## src/rtl/button_conditioner_pkg.sv

```systemverilog
// button_conditioner_pkg: shared project defaults for the button conditioner
package button_conditioner_pkg;
  localparam int CLK_HZ = 12_000_000;
  localparam int N_BTN_DEFAULT = 4;
  localparam int SW_W_DEFAULT = 8;
  localparam int DEBOUNCE_CYCLES_DEFAULT = CLK_HZ / 100;
  function automatic int cnt_width(input int n);
    return n < 2 ? 1 : $clog2(n);
  endfunction
endpackage

```

## src/rtl/debounce_channel.sv

```systemverilog
// debounce_channel: sync, polarity fix, stable-count debounce and edge pulses for one button
module debounce_channel
  import button_conditioner_pkg::*;
#(
  parameter int   DEBOUNCE_CYCLES = DEBOUNCE_CYCLES_DEFAULT,
  parameter logic ACTIVE_LOW      = 1'b0
) (
  input  logic clk,
  input  logic rst,
  input  logic raw,
  output logic level,
  output logic rise,
  output logic fall
);
  localparam int CW = cnt_width(DEBOUNCE_CYCLES);
  localparam logic [CW-1:0] TERM = CW'(DEBOUNCE_CYCLES - 1);
  logic [1:0] sync;
  logic [CW-1:0] cnt;
  logic s;
  logic hit;
  assign s = sync[1] ^ ACTIVE_LOW;
  assign hit = (s != level) && (cnt == TERM);
  // any disagreement that survives TERM+1 edges flips the level; agreement restarts the count
  always_ff @(posedge clk) begin
    if (rst) begin
      sync  <= '0;
      cnt   <= '0;
      level <= 1'b0;
      rise  <= 1'b0;
      fall  <= 1'b0;
    end else begin
      sync  <= {sync[0], raw};
      cnt   <= (s == level || hit) ? '0 : cnt + 1'b1;
      level <= hit ? s : level;
      rise  <= hit && s;
      fall  <= hit && !s;
    end
  end
endmodule

```

## src/rtl/button_conditioner.sv

```systemverilog
// button_conditioner: debounced buttons with press/release pulses and a switch snapshot
module button_conditioner
  import button_conditioner_pkg::*;
#(
  parameter int               N_BTN           = N_BTN_DEFAULT,
  parameter int               DEBOUNCE_CYCLES = DEBOUNCE_CYCLES_DEFAULT,
  parameter logic [N_BTN-1:0] ACTIVE_LOW_MASK = 4'b1000,
  parameter int               SW_W            = SW_W_DEFAULT,
  parameter int               CAPTURE_IDX     = 3
) (
  input  logic             clk,
  input  logic             rst,
  input  logic [N_BTN-1:0] btn_raw,
  input  logic [SW_W-1:0]  sw_raw,
  output logic [N_BTN-1:0] btn_level,
  output logic [N_BTN-1:0] btn_press,
  output logic [N_BTN-1:0] btn_release,
  output logic [SW_W-1:0]  sw_sync,
  output logic [SW_W-1:0]  stored_value,
  output logic             stored_valid
);
  logic [SW_W-1:0] sw_meta;
  for (genvar i = 0; i < N_BTN; i++) begin : g_ch
    debounce_channel #(
      .DEBOUNCE_CYCLES(DEBOUNCE_CYCLES),
      .ACTIVE_LOW     (ACTIVE_LOW_MASK[i])
    ) u_ch (
      .clk  (clk),
      .rst  (rst),
      .raw  (btn_raw[i]),
      .level(btn_level[i]),
      .rise (btn_press[i]),
      .fall (btn_release[i])
    );
  end
  // two-flop switch sync and snapshot on the capture button's press pulse
  always_ff @(posedge clk) begin
    if (rst) begin
      sw_meta      <= '0;
      sw_sync      <= '0;
      stored_value <= '0;
      stored_valid <= 1'b0;
    end else begin
      sw_meta      <= sw_raw;
      sw_sync      <= sw_meta;
      stored_value <= btn_press[CAPTURE_IDX] ? sw_sync : stored_value;
      stored_valid <= stored_valid | btn_press[CAPTURE_IDX];
    end
  end
endmodule

```

## config.mk

```make
export PLATFORM = sky130hd
export DESIGN_NAME = button_conditioner
export DESIGN_NICKNAME = d
export VERILOG_FILES = /design/src/rtl/button_conditioner_pkg.sv /design/src/rtl/debounce_channel.sv /design/src/rtl/button_conditioner.sv
export SDC_FILE = /design/constraint.sdc
export NUM_CORES = 1
export LEC_CHECK = 0
export CAP_MARGIN = 20
export CORE_MARGIN = 1.5
export CORE_UTILIZATION = 57
export CTS_BUF_LIST = sky130_fd_sc_hd__clkbuf_4 sky130_fd_sc_hd__clkbuf_8
export CTS_CLUSTER_SIZE = 8
export DETAILED_ROUTE_END_ITERATION = 7
export PLACE_DENSITY = 0.87
export SLEW_MARGIN = 20
export SYNTH_ARGS = -nofsm -noshare
export SYNTH_HDL_FRONTEND = slang
export SYNTH_HIERARCHICAL = 1
export SYNTH_SLANG_ARGS = --single-unit
```

## constraint.sdc

```tcl
create_clock -name clk -period 4.11 [get_ports clk]
set_input_delay 1.0275 -clock clk [delete_from_list [all_inputs] [get_ports clk]]
set_output_delay 1.0275 -clock clk [all_outputs]
set_load 0.02 [all_outputs]
```

Word level (Yosys, flattened, before mapping)
Index checks and enable logic that the tools add are counted.
Widths: inputs -> output; s select.
Cells by class
  $add $sub $neg: 4
  equality and inequality tests: 12
  bitwise gates (word level): 2
  reduce and logical (&&, ||, !) cells: 23
Operator list (number)
  $add 17x1->17 const B: 4
  $eq 17x17->1 const B: 4
  $logic_and 1x1->1: 12
  $reduce_or 2->1: 4
  $eq 1x1->1: 4
  $logic_or 1x1->1: 4
  $ne 1x1->1: 4
  $logic_not 1->1: 3
  $not 1->1: 1
  $or 1x1->1: 1
Storage, ports and cells
  bits in registers: 113
  input port bits: 14
  word-level logic and storage cells: 65

Logic depth before layout (Yosys ltp)
Gate-level depths: netlist of the first run.
  depth in word-level cells: 5
  mapped depth: 6
  mapped depth without buffers: 5

Cells and area by module
The synthesis of the first run kept the hierarchy.
Modules (own cells, without submodules)
  debounce_channel (g_ch[0].u_ch ...): instances 3, cells each 103, area an instance 947.2 um2
  debounce_channel (g_ch[3].u_ch): instances 1, cells each 102, area an instance 954.7 um2
  button_conditioner: instances 1, cells each 62, area an instance 744.5 um2

Least setup slack after synthesis of the first run
OpenSTA, ideal clock, no wires.
  kind: input port to flip-flop
  start point: in rst
  end point: reg g_ch[3].u_ch.cnt[11]
  setup time: 0.064 ns
  data arrival time: 1.583 ns
  data required time: 4.046 ns
  path slack: 2.463 ns
  stages on the path: 4
  cell sequence: a21oi_1 -> o21ai_4 -> buf_6 -> nor2_1
Between the ends
  word-level cells in the longest chain between the ends: 1
RTL lines
  start, declared: RTL line button_conditioner.sv:12  | input logic rst,
  $reduce_or 2->1 (no source line)
  end signal, assigned: RTL line debounce_channel.sv:33  | cnt <= (s == level || hit) ? '0 : cnt + 1'b1;
  end, declared: RTL line debounce_channel.sv:18  | logic [CW-1:0] cnt;
No other way between the ends.
A chain may end at the register's enable or synchronous reset.

Worst setup path after layout of the first run
  start point: reg g_ch[3].u_ch.rise
  end point: out btn_press[3]
RTL lines
  start, declared: RTL line debounce_channel.sv:12  | output logic rise,
  start signal, assigned: RTL line debounce_channel.sv:35  | rise <= hit && s;
  end, declared: RTL line button_conditioner.sv:16  | output logic [N_BTN-1:0] btn_press,
No word-level cell between the ends.

==> results.md, run 1 <==
- Synth unique cells: 39
- Post-synthesis mux area share: under 10%
- Share of the synthesized area in the top cell type: between 40 and 50%
- CTS HTree Levels: 4
- Residual DRC: 0
- Kind of critical path: register to output port
- CP Max Fanout: 10
- Setup TNS: 0 ps
- Post-CTS sizing: 0
- Final WS setup: between 1000 and 1500 ps
- Async set or reset register ratio after synthesis: 0%
- Fin crit period: 2740 ps
- Max Slew Vio Count: 0
- IO Count: 43
- Grt ovf: 0
- Post-route antenna net violation count: 0
- Core area: a little under 0.008 mm²
- Most common cell after layout, fill and taps aside: dfxtp_1
- Clock latency on the worst-skew pair: around 420 ps
- Final hold vios: 0
- Max Freq: between 300 and 400 MHz
- Mean Syn Cell Area: 9.60 µm²
- Placed inst area: between 0.005 and 0.006 mm²
- Initial antenna violation count: 0
- Register bit total from synthesis: around 110
- Clock Sinks: 113
- Post-synth top area cell: dfxtp_1
- Rows: 32
- First-pass GRT wire length: between 15 and 20 mm
- Crit path DAT: ~1700 ps
- CP Cell Sequence: clkdlybuf4s50_1
- Diodes inserted: 0
- Syn Nets: a little under 500
- Crit path to: btn_press[3]
- Main combinational cell family by area after synthesis: simple AND/OR/NAND/NOR gates
- Final WL: 8.87 mm
- Relative slew slack: between 50% and 60%
- Die W: 92.3 µm
- Worst setup path startpoint: g_ch[3].u_ch/rise$_SDFF_PP0_
- TritonCTS Buffers: 17
- Synth Area in XOR/XNOR: 11.0%
- Data required time at the worst endpoint: between 3000 and 4000 ps
- Post-CTS Hold Fix Bufs: 0
- RD Place Congestion: 0.873
- Synth top area cells: dfxtp_1 50%, xnor2_1 6.9%, nor2_1 6.4%
- Power density cells: approximately 440 mW/mm²
- Adder-Cell Fraction of Synth Area: under 10%
- Most frequent cells in the layout: 113 x dfxtp_1, 78 x nor2_1, 41 x clkdlybuf4s50_1
- Number of synthesized flops with an enable pin: 0
- Hold Crit Class: register to register
- Vias: 3541
- Mapped Area: between 0.004 and 0.005 mm²
- Status: finished, final reports clean
- Layout cells sized above 1: under 10%
- CTS clk-pin slew, worst paths: ~60 ps
- CTS max path bufs: 2
- FF-to-FF End: g_ch[2].u_ch/cnt[3]$_SDFF_PP0_
- Sequential fraction of the synthesis area: about half
- Max incr delay on CP: 690 ps
- Drt first pass iters: 6
- Post-route cell area: 0.00550 mm²
- VDD IR max: approximately 0.00022 V
- Mapped Cells: roughly 470
- Tot GR Track Use: a little under a quarter
- Pre-CTS WS: about 1800 ps
- Largest net degree at the start of global routing: 34
- Die ar.: approximately 0.0085 mm²
- Worst path slowest cell: clkdlybuf4s50_1
- Routed vias/inst: around 5.5
- Post-DP HPWL: approximately 5.9 mm
- Reg2Reg Depth: 5
- 1st-iter DRT viols: between 200 and 250
- Flop-to-flop setup slack: 2100 ps
- # Post-CTS Setup Buffers: 0
- CP Launch Type: register
- Delay-heaviest family, CP: buffers and inverters
- Initial core utilization: about three fifths
- Post-synthesis compound-gate area fraction: roughly 2.9%
- Synth Flop Type: dfxtp_1
- CTS tree: done
- Number of global-route vias before repair: 3436
- Final Net Count: 545
- Reg2reg start: g_ch[2].u_ch/cnt[0]$_SDFF_PP0_
- Max-cap violations: 0
- Buf+Inv Stages, Crit Path: 1
- Worst Tran Pin Value: 736 ps
- Lkg Pwr: 0.00178 µW
- Root Buffer: clkbuf_8
- Avg WL per Cell: around 14 µm
- Ys Warns: 6
- Final Skew: a little over 7 ps
- RSZ-0062 raised after global routing: no
- Simple-Gate Fraction of Synth Area: 30.4%
- Final setup violation count: 0
- Worst path depth: 1
- Die Height: ~92 µm
- Area grow syn2layout: 21.1%
- Period utilization: 66.7%
- PortBufs: 42
- Crit end category: output port
worst min-delay path by stage:
stage | startpoint | end | slack [ps] | cells past startpoint
2_1_floorplan | g_ch[3].u_ch/cnt[0]$_SDFF_PP0_ | g_ch[3].u_ch/cnt[0]$_SDFF_PP0_ | 410 | 1
3_3_place_gp | sw_meta[5]$_SDFF_PP0_ | sw_sync[5]$_SDFF_PP0_ | 420 | 1
3_5_place_dp | sw_meta[1]$_SDFF_PP0_ | sw_sync[1]$_SDFF_PP0_ | 420 | 1
4_1_cts | sw_meta[5]$_SDFF_PP0_ | sw_sync[5]$_SDFF_PP0_ | 440 | 1
5_1_grt | sw_meta[3]$_SDFF_PP0_ | sw_sync[3]$_SDFF_PP0_ | 460 | 1
6_report | sw_meta[1]$_SDFF_PP0_ | sw_sync[1]$_SDFF_PP0_ | 430 | 1
power breakdown:
part / switching [µW] / total, µW / internal [µW]
Clock: 413 / 1240 / 825
Sequential: 7.36 / 1120 / 1110
Combinational: 29.0 / 55.9 / 26.9
sequential cells by signal, indices dropped and copies added (netlist names):
signal / count
g_ch.u_ch/level: 4
stored_valid: 1
stored_value: 8
sw_sync: 8
g_ch.u_ch/cnt: 68
sw_meta: 8
g_ch.u_ch/rise: 4
g_ch.u_ch/fall: 4
g_ch.u_ch/sync: 8
per-layer routing:
metal	vias to the layer above	routed length [µm]	track usage [%]
li1	1749	-	-
met1	1666	3740	26.2
met2	115	4540	39.0
met3	11	490	7.13
met4	0	95	7.56
met5	-	0	0
stage by stage:
step / cells / util (%) / total power, µW / hold WS, ps
2_1_floorplan: 473 / - / 1170 / 412
4_1_cts: 642 / 71.2 / 2430 / 439
6_report: 642 / 71.2 / 2410 / 435
5_1_grt: 642 / 71.2 / 2490 / 460
3_3_place_gp: 610 / 64.9 / 1190 / 419
3_5_place_dp: 610 / 64.9 / 1200 / 424
area by class of cell:
cell class	instances	area (µm²)
Clock inverter	11	208
Timing Repair Buffer	43	423
Inverter	16	60.1
Tap cell	102	128
Clock buffer	21	277
Multi-Input combinational cell	336	2140
Sequential cell	113	2260
Fill cell	540	2230
kinds of logic (layout without fill, tap and decap cells):
logic type	Yosys count	after routing
simple gates	246	246
buf+inv	24	91
flops	113	113
xor+xnor	57	57
mux	8	8
fa+ha+maj	4	4
compound gates	21	21
worst reg2reg max path, delay by kind of cell (launching register included):
family / cells / cell delay (ps)
AOI/OAI and AO/OA: 1 / 600
adders and majority gates: 1 / 330
DFF: 1 / 380
and+or+nand+nor: 3 / 540
Yosys cell counts, types with 4 or more instances:
master,number
nor2_1,78
nor2b_1,24
nor3_1,11
ha_1,4
nand2_1,17
buf_6,5
nor4b_1,7
nor3b_1,4
nand3_1,23
nand2b_1,6
dfxtp_1,113
o21ai_0,5
a21oi_1,10
or3_1,5
mux2i_1,8
nand4_4,4
inv_1,16
nand4_1,22
xnor2_1,36
nor4_1,26
xor2_1,21
No activity file was read; power rests on OpenSTA's default activity.
==> inputs of run 2 (changes only) <==
==> constraint.sdc (replaced) <==
create_clock -name clk -period 2.8 [get_ports clk]
set_input_delay 0.7 -clock clk [delete_from_list [all_inputs] [get_ports clk]]
set_output_delay 0.7 -clock clk [all_outputs]
set_load 0.02 [all_outputs]
==> run 2 against run 1 <==
Against the previous run:
- first-iteration DRC count shrank 8.1%
- clock skew up 1.7 ps
- core utilization increased by 0.13 points
- non-clock buffer count unchanged
- global-route usage fell by 0.074 points
- setup slack got worse by 1000 ps
- total power increased by 48%
==> results.md, run 2 (synthesized netlist as in run 1, its figures left out) <==
- Crit end category: output port
- Post-DP HPWL: 5.71 mm (-2.7%)
- Rows: 32 (unchanged)
- Core area: 0.00773 mm² (unchanged)
- Residual DRC: 0 (unchanged)
- Area grow syn2layout: 21.3%
- CP Cell Sequence: clkdlybuf4s50_1
- Reg2Reg Depth: 5 (unchanged)
- Final hold vios: 0 (unchanged)
- Post-CTS sizing: 0 (unchanged)
- Met1 Usage GRT: 25.3% (-0.84 points)
- Worst Hold Depth: 1 (unchanged)
- Final Net Count: 545 (unchanged)
- Placed Instances: 610 (unchanged)
- Max-cap violations: 0 (unchanged)
- CTS clk-pin slew, worst paths: 60 ps (about the same)
- # Post-CTS Setup Buffers: 0 (unchanged)
- Final Non-Filler Cells: 642 (unchanged)
- Root Buffer: clkbuf_8
- First-pass GRT wire length: 15.0 mm (-0.96%)
- Hold Crit Class: register to register
- Die ar.: 0.00851 mm² (unchanged)
- CP Max Fanout: 10 (unchanged)
- Post-route antenna net violation count: 0 (unchanged)
- Tot GR Track Use: 22.4% (-0.074 points)
- CTS tree: done
- Final Skew: 8.84 ps (+1.71 ps)
- Delay-heaviest family, CP: buffers and inverters
- Final WL: 8.76 mm (-1.2%)
- Relative slew slack: 53.1% (+2.2 points)
- Vias: 3542 (+0.028%)
- Max Slew Vio Count: 0 (unchanged)
- Drt first pass iters: 5 (-1)
- Buf+Inv Stages, Crit Path: 1 (unchanged)
- CP Launch Type: register
- Worst Tran Pin Value: 703 ps (-32.8 ps)
- Grt ovf: 0 (unchanged)
- Data required time at the worst endpoint: 2100 ps (-980 ps)
- CTS HTree Levels: 4 (unchanged)
- Max Freq: 410 MHz
- Final setup violation count: 0 (unchanged)
- RSZ-0062 raised after global routing: no
- GR peak layer: met2
- Power density cells: 648 mW/mm² (+48%)
- RD Place Congestion: 0.889 (+1.9%)
- PortBufs: 42 (unchanged)
- Clock Sinks: 113 (unchanged)
- Largest Register: g_ch.u_ch/cnt
- TritonCTS Buffers: 17 (unchanged)
- Met3 GRT Util: 8.29% (+1.2 points)
- Avg WL per Cell: 13.6 µm (-1.2%)
- Period utilization: around 87%
- Lkg Pwr: 0.00179 µW (+0.50%)
- Worst path depth: 1 (unchanged)
- Most common cell after layout, fill and taps aside: dfxtp_1
- IO Count: 43 (unchanged)
- Most frequent cells in the layout: 113 x dfxtp_1, 78 x nor2_1, 41 x clkdlybuf4s50_1
- 1st-iter DRT viols: 194 (-8.1%)
- Routed vias/inst: 5.52 (about the same)
- Status: finished, final reports clean
- Fin crit period: roughly 2400 ps
- Diodes inserted: 0 (unchanged)
- Die W: 92.3 µm (unchanged)
- Setup TNS: 0 ps (unchanged)
- Largest net degree at the start of global routing: 29 (-15%)
- Met2 GRT Util: 38.1% (-0.93 points)
- Worst path slowest cell: clkdlybuf4s50_1
- Crit path DAT: 1740 ps (+30 ps)
- Number of global-route vias before repair: 3407 (-0.84%)
- CTS max path bufs: 2 (unchanged)
- Clock latency on the worst-skew pair: 420 ps (about the same)
- Tightest hold margin: 434 ps (-0.209 ps)
- VDD IR max: 0.000531 V (+140%)
- Initial antenna violation count: 0 (unchanged)
- Post-CTS Hold Fix Bufs: 0 (unchanged)
- Layout cells sized above 1: 9.63% (unchanged)
- Die Height: 92.3 µm (unchanged)
- Pre-CTS WS: 779 ps (-1010 ps)
- Final WS setup: 364 ps (-1000 ps)
- Largest register FFs: 68 (unchanged)
- Overall Power: 3570 µW (+48%)
- Initial core utilization: 58.8% (unchanged)
- Kind of critical path: register to output port
- Max incr delay on CP: 700 ps (about the same)
run 2: changes by cell type in the layout (fill, tap and decap cells not counted), sizes merged:
cell,delta
clkinv,+1
clkinvlp,-1
run 2: final timing paths:
kind | from | endpoint | slack [ps]
max | g_ch[3].u_ch/rise$_SDFF_PP0_ | btn_press[3] | 360
min | g_ch[2].u_ch/sync[0]$_SDFF_PP0_ | g_ch[2].u_ch/sync[1]$_SDFF_PP0_ | 430
max reg2reg | g_ch[2].u_ch/cnt[0]$_SDFF_PP0_ | g_ch[2].u_ch/cnt[6]$_SDFF_PP0_ | 790
min reg2reg | g_ch[2].u_ch/sync[0]$_SDFF_PP0_ | g_ch[2].u_ch/sync[1]$_SDFF_PP0_ | 430
run 2: routing by layer:
layer	vias to the layer above	wire [µm]
met4	0	197
met5	-	0
met2	126	4320
li1	1748	-
met1	1646	3770
met3	22	479
run 2: area by class of cell:
type	count	area, µm²
flip-flops and latches	113	2260
fillers	536	2220
multi-input cells	336	2140
repair buffers	43	423
clock buffers	21	289
clock inverters	11	205
well taps	102	128
inverters	16	60.1
run 2: per-stage QoR:
stage                     instance area, µm²  util (%)
after floorplan                         4540         -
after global placement                  5010      64.9
after detailed placement                5010      64.9
after CTS                               5510      71.3
after global routing                    5510      71.3
final                                   5510      71.3
run 2: where the power goes:
group / internal [µW] / total (µW) / switching [µW]
sequential: 1630 / 1640 / 10.6
clock: 1240 / 1850 / 612
combinational: 39.4 / 83.0 / 43.5
==> inputs of run 3 (changes only) <==
--- a/config.mk
+++ b/config.mk
@@ -11,6 +11,7 @@
 export CTS_BUF_LIST = sky130_fd_sc_hd__clkbuf_4 sky130_fd_sc_hd__clkbuf_8
 export CTS_CLUSTER_SIZE = 8
 export DETAILED_ROUTE_END_ITERATION = 7
+export GPL_ROUTABILITY_DRIVEN = 1
 export PLACE_DENSITY = 0.87
 export SLEW_MARGIN = 20
 export SYNTH_ARGS = -nofsm -noshare
==> results of run 3 <==
The final DEF is identical to that of run 2; final timing and power are the same.
==> patch 1: new RTL, flow settings as in run 2 <==
`SW_W_DEFAULT`: 8 -> 6.
--- a/src/rtl/button_conditioner_pkg.sv
+++ b/src/rtl/button_conditioner_pkg.sv
@@ -4,3 +4,3 @@
   localparam int N_BTN_DEFAULT = 4;
-  localparam int SW_W_DEFAULT = 8;
+  localparam int SW_W_DEFAULT = 6;
   localparam int DEBOUNCE_CYCLES_DEFAULT = CLK_HZ / 100;
Ports: changed (resized stored_value, sw_raw and sw_sync); port bits go from 43 to 37. The function was not compared with the original's and may differ.
==> patch 1 against run 2 <==
First-iteration DRC count down 7.7%. Area after synthesis shrank 3.5%. Core utilization shrank 2.7 points. Routed wire length is 6.5% lower. Largest cell class unchanged. Die area shrank 3.4%. Final area down 8.7%. Cell count is 5.8% lower. Setup slack better by 0.090 ns. Count of clock-buffer cells in the layout shrank 9. Sequential cell count shrank 6. Critical path depth stayed put. Total power shrank 27%. Clock skew fell by 0.0013 ns.
==> patch 1: results (changes against run 2) <==
* Final net count at 517 (-5.1%)
* Met2 WL at 4120 microns (-4.6%)
* Global-route wire length before repair at 14,300 microns (-5.2%)
* Pleak at 1.58 nW (-12%)
* Top cells by area, synth: dfxtp_1 49%, xnor2_1 7.2%, nor2_1 6.5%, xor2_1 4.2%, nor4_1 3.7%
* Routed wire per std cell at 13.5 microns (-0.79%)
* PortBufs at 36 (-14%)
* Metal-1 WL at 3610 microns (-4.1%)
* Hold Crit Class: register to register
* Vias in the first global route at 3,168 (-7.0%)
* DRT iter0 DRCs at 179 (-7.7%)
* WL met3 at 350 microns (-27%)
* GR Util met2 at 0.367 (-0.0137)
* Register area share after synthesis at 0.489 (-0.00948)
* VDD IR max at 0.000360 V (-32%)
* Synth top cells by count: 107 x dfxtp_1, 76 x nor2_1, 36 x xnor2_1
* Status: finished, final reports clean
* All-layer global routing usage at 0.213 (-0.0112)
* FF-to-FF End: g_ch[1].u_ch/cnt[14]
* Post-Synth XOR/XNOR Area at 0.114 (+0.00395)
* TritonCTS buffer count at 9 (-8)
* Largest net degree at the start of global routing at 18 (-38%)
* Fill count at 558 (+4.1%)
* Worst hold endpoint: sw_sync[2]
* Met3 Usage GRT at 0.0463 (-0.0366)
* Final setup skew at 0.00757 ns (-0.00127 ns)
* Drt via density at 5.42 (-1.8%)
* Synth Area in Adders at 0.0114 (+0.000396)
* Synth Area in Compound Gates at 0.0303 (+0.00105)
* Dpl cells at 589 (-3.4%)
* Placed Area at 4810 sq um (-4.2%)
* Worst hold start: sw_meta[2]
* H-tree depth at 3 (-1)
* Mux contribution to synthesized area at 0.0137 (-0.00393)
* Hold_ws at 0.439 ns (+0.00503 ns)
* Gpl congestion at 0.841 (-5.4%)
* Post-Synthesis Cells at 459 (-3.0%)
* Share of cells above drive strength 1 at 0.0791 (-0.0172)
* Worst Path Max Fanout at 8 (-2)
* Post-DP HPWL at 5840 microns (+2.3%)
* Reg2reg path depth at 4 (-1)
* Skew-Pair Late Insertion Delay at 0.36 ns (-0.06 ns)
* Setup slack, reg-to-reg at 0.75 ns (-0.04 ns)
* Clock-pin slew on the worst setup and hold paths at 0.09 ns (+0.03 ns)
-- patch 1: cell count changes in the layout (fill, tap and decap cells not counted), moves of 2 or more --
cell / before / now
nor2b_2: 0 / 3
bufinv_16: 6 / 1
mux2i_1: 8 / 6
buf_4: 1 / 3
dfxtp_1: 113 / 107
clkinv_2: 5 / 0
nor2_1: 78 / 76
clkinv_4: 0 / 2
clkdlybuf4s50_1: 41 / 36
clkbuf_8: 21 / 12
nor2b_1: 24 / 17
-- patch 1: final cells by class --
class | count | share of cell area
Clock buffer | 12 | 0.0329
Clock inverter | 4 | 0.0112
Inverter | 16 | 0.0119
Multi-Input combinational cell | 328 | 0.417
Sequential cell | 107 | 0.426
Tap cell | 99 | 0.0246
Timing Repair Buffer | 39 | 0.0762
-- patch 1: report_power, final --
part           switching (mW)  internal, mW
logic                  0.0391        0.0368
clock network           0.494         0.493
registers             0.00894          1.54
==> patch 2: new RTL, settings of run 2 <==
Without the edit above. Reset style: asynchronous (`rst`), changed in 2 clocked blocks.
--- a/src/rtl/debounce_channel.sv
+++ b/src/rtl/debounce_channel.sv
@@ -23,3 +23,3 @@
   // any disagreement that survives TERM+1 edges flips the level; agreement restarts the count
-  always_ff @(posedge clk) begin
+  always_ff @(posedge clk or posedge rst) begin
     if (rst) begin
--- a/src/rtl/button_conditioner.sv
+++ b/src/rtl/button_conditioner.sv
@@ -36,3 +36,3 @@
   // two-flop switch sync and snapshot on the capture button's press pulse
-  always_ff @(posedge clk) begin
+  always_ff @(posedge clk or posedge rst) begin
     if (rst) begin
Function: differs if rst is asserted again (counterexample within 4 cycles, from zero or initial values and one cycle with rst high); with rst held inactive, the same outputs for 10 cycles.
==> patch 2 against run 2 <==
Worst hold slack got worse by 0.088 ns. Via count fell by 5.9%. Clock skew down 0.0011 ns. Final area up 5.9%. Global-route usage is 0.85 points lower. Register-to-register slack improved by 0.16 ns. Total power fell by 5.4%. Area after synthesis is 8.9% higher. Sequential cell count unchanged. Setup slack lost 0.052 ns. Combinational power grew 48%. Routed wire length increased by 1.4%. Sequential power rose by 3%. Highest routed layer unchanged.
==> patch 2: results (changes against run 2) <==
* Status: finished, final reports clean
* Routed wire per std cell at 14.7 microns (+7.8%)
* All-layer global routing usage at 0.216 (-0.00852)
* Dpl cells at 572 (-6.2%)
* Non-filler cells, final at 604 (-5.9%)
* Fill count at 576 (+7.5%)
* Placed Area at 5410 sq um (+7.8%)
* Reg2reg path depth at 4 (-1)
* Register area share after synthesis at 0.572 (+0.0738)
* Vias in the first global route at 3,225 (-5.3%)
* Largest net degree at the start of global routing at 26 (-10%)
* Synth top cells by count: 113 x dfrtp_1, 67 x nor2_1, 31 x xnor2_1
* Synthesized area per cell at 11.4 sq um (+19%)
* DR vias at 3,334 (-5.9%)
* Pleak at 2.49 nW (+39%)
* CP max-delay cell: clkdlybuf4s50_1
* Final setup skew at 0.00770 ns (-0.00115 ns)
* Post-DP HPWL at 6070 microns (+6.3%)
* Delay-heaviest family, CP: buffers and inverters
* DRT iter0 DRCs at 188 (-3.1%)
* Max reg flops at 68 (unchanged)
* Fraction of registers with async set/reset at 1.00 (+1.00)
* Worst path arrival time at 1.79 ns (+0.05 ns)
* Share of cells above drive strength 1 at 0.122 (+0.0259)
* Final net count at 504 (-7.5%)
* VDD IR max at 0.000363 V (-32%)
* Hold depth at 0 (-1)
* Top cells by area, synth: dfrtp_1 57%, xnor2_1 5.5%, nor2_1 5.1%, xor2_1 5.0%, nand4_1 3.0%
* Worst-Margin Slew at 0.813 ns (+0.110 ns)
* H-tree depth at 4 (unchanged)
* Post-Syn Nets at 450 (-8.4%)
* Gpl congestion at 0.851 (-4.3%)
* Pre-CTS WS at 0.743 ns (-0.0366 ns)
* Global-route wire length before repair at 14,900 microns (-0.92%)
* Hold Crit Class: register to register
## patch 2: cell types whose count changed in the layout (fill, tap and decap cells not counted), sizes merged, moves of 6 or more
cell           run 2  this run
dfxtp            113         0
nand2b             6         0
nor2              78        67
mux2i              8         0
nor2b             24         0
dfrtp              0       113
mux2               0        11
nor4b              7         0
nor3              11        17
nor4              26        11
xor2              21        28
## patch 2: final timing paths
kind,startpoint,end,slack [ns]
max in group asynchronous,rst,g_ch[2].u_ch/cnt[8],1.41
setup / recovery,g_ch[3].u_ch/rise,btn_press[3],0.31
hold reg to reg,sw_meta[4],sw_sync[4],0.35
min in group asynchronous,rst,g_ch[3].u_ch/cnt[4],0.72
setup reg to reg,g_ch[1].u_ch/cnt[2],g_ch[1].u_ch/cnt[7],0.95
hold / removal,sw_meta[4],sw_sync[4],0.35
## patch 2: metrics by stage
stage	total power, mW	hold WS (ns)	util
after global routing	3.52	0.353	0.703
final	3.38	0.346	0.703
after floorplan	1.80	0.331	-
after global placement	1.84	0.331	0.652
after CTS	3.42	0.350	0.703
after detailed placement	1.85	0.335	0.652
## patch 2: layer usage
metal | wire [microns] | up-vias | global-route usage | share of wire
li1 | - | 1611 | - | -
met1 | 3990 | 1611 | 0.284 | 0.45
met2 | 4340 | 89 | 0.326 | 0.49
met3 | 353 | 23 | 0.0671 | 0.040
met4 | 209 | 0 | 0.102 | 0.024
met5 | 0 | - | 0 | 0
## patch 2: power by group
group	switching, mW	total, mW	internal, mW
logic	0.0744	0.123	0.0486
clock network	0.622	1.56	0.942
registers	0.0285	1.69	1.66
total	0.724	3.38	2.66
## patch 2: cell type report
class / instances / area [sq um] / area share
inverter: 11 / 41.3 / 0.00708
sequential: 113 / 2830 / 0.485
tap: 105 / 131 / 0.0225
timing repair buffer: 46 / 450 / 0.0772
clock buffer: 24 / 324 / 0.0556
clock inverter: 8 / 100 / 0.0172
multi-input combinational: 297 / 1960 / 0.336
## patch 2: cells by family after synthesis
| family | count (synthesis) | share of synthesized area |
|---|---|---|
| and+or+nand+nor | 207 | 0.229 |
| DFF | 113 | 0.572 |
| xor gates and xnor gates | 59 | 0.105 |
| buffers and inverters | 22 | 0.0321 |
| AOI/OAI and AO/OA | 16 | 0.0213 |
| muxes | 11 | 0.0311 |
| adders and majority gates | 4 | 0.0101 |
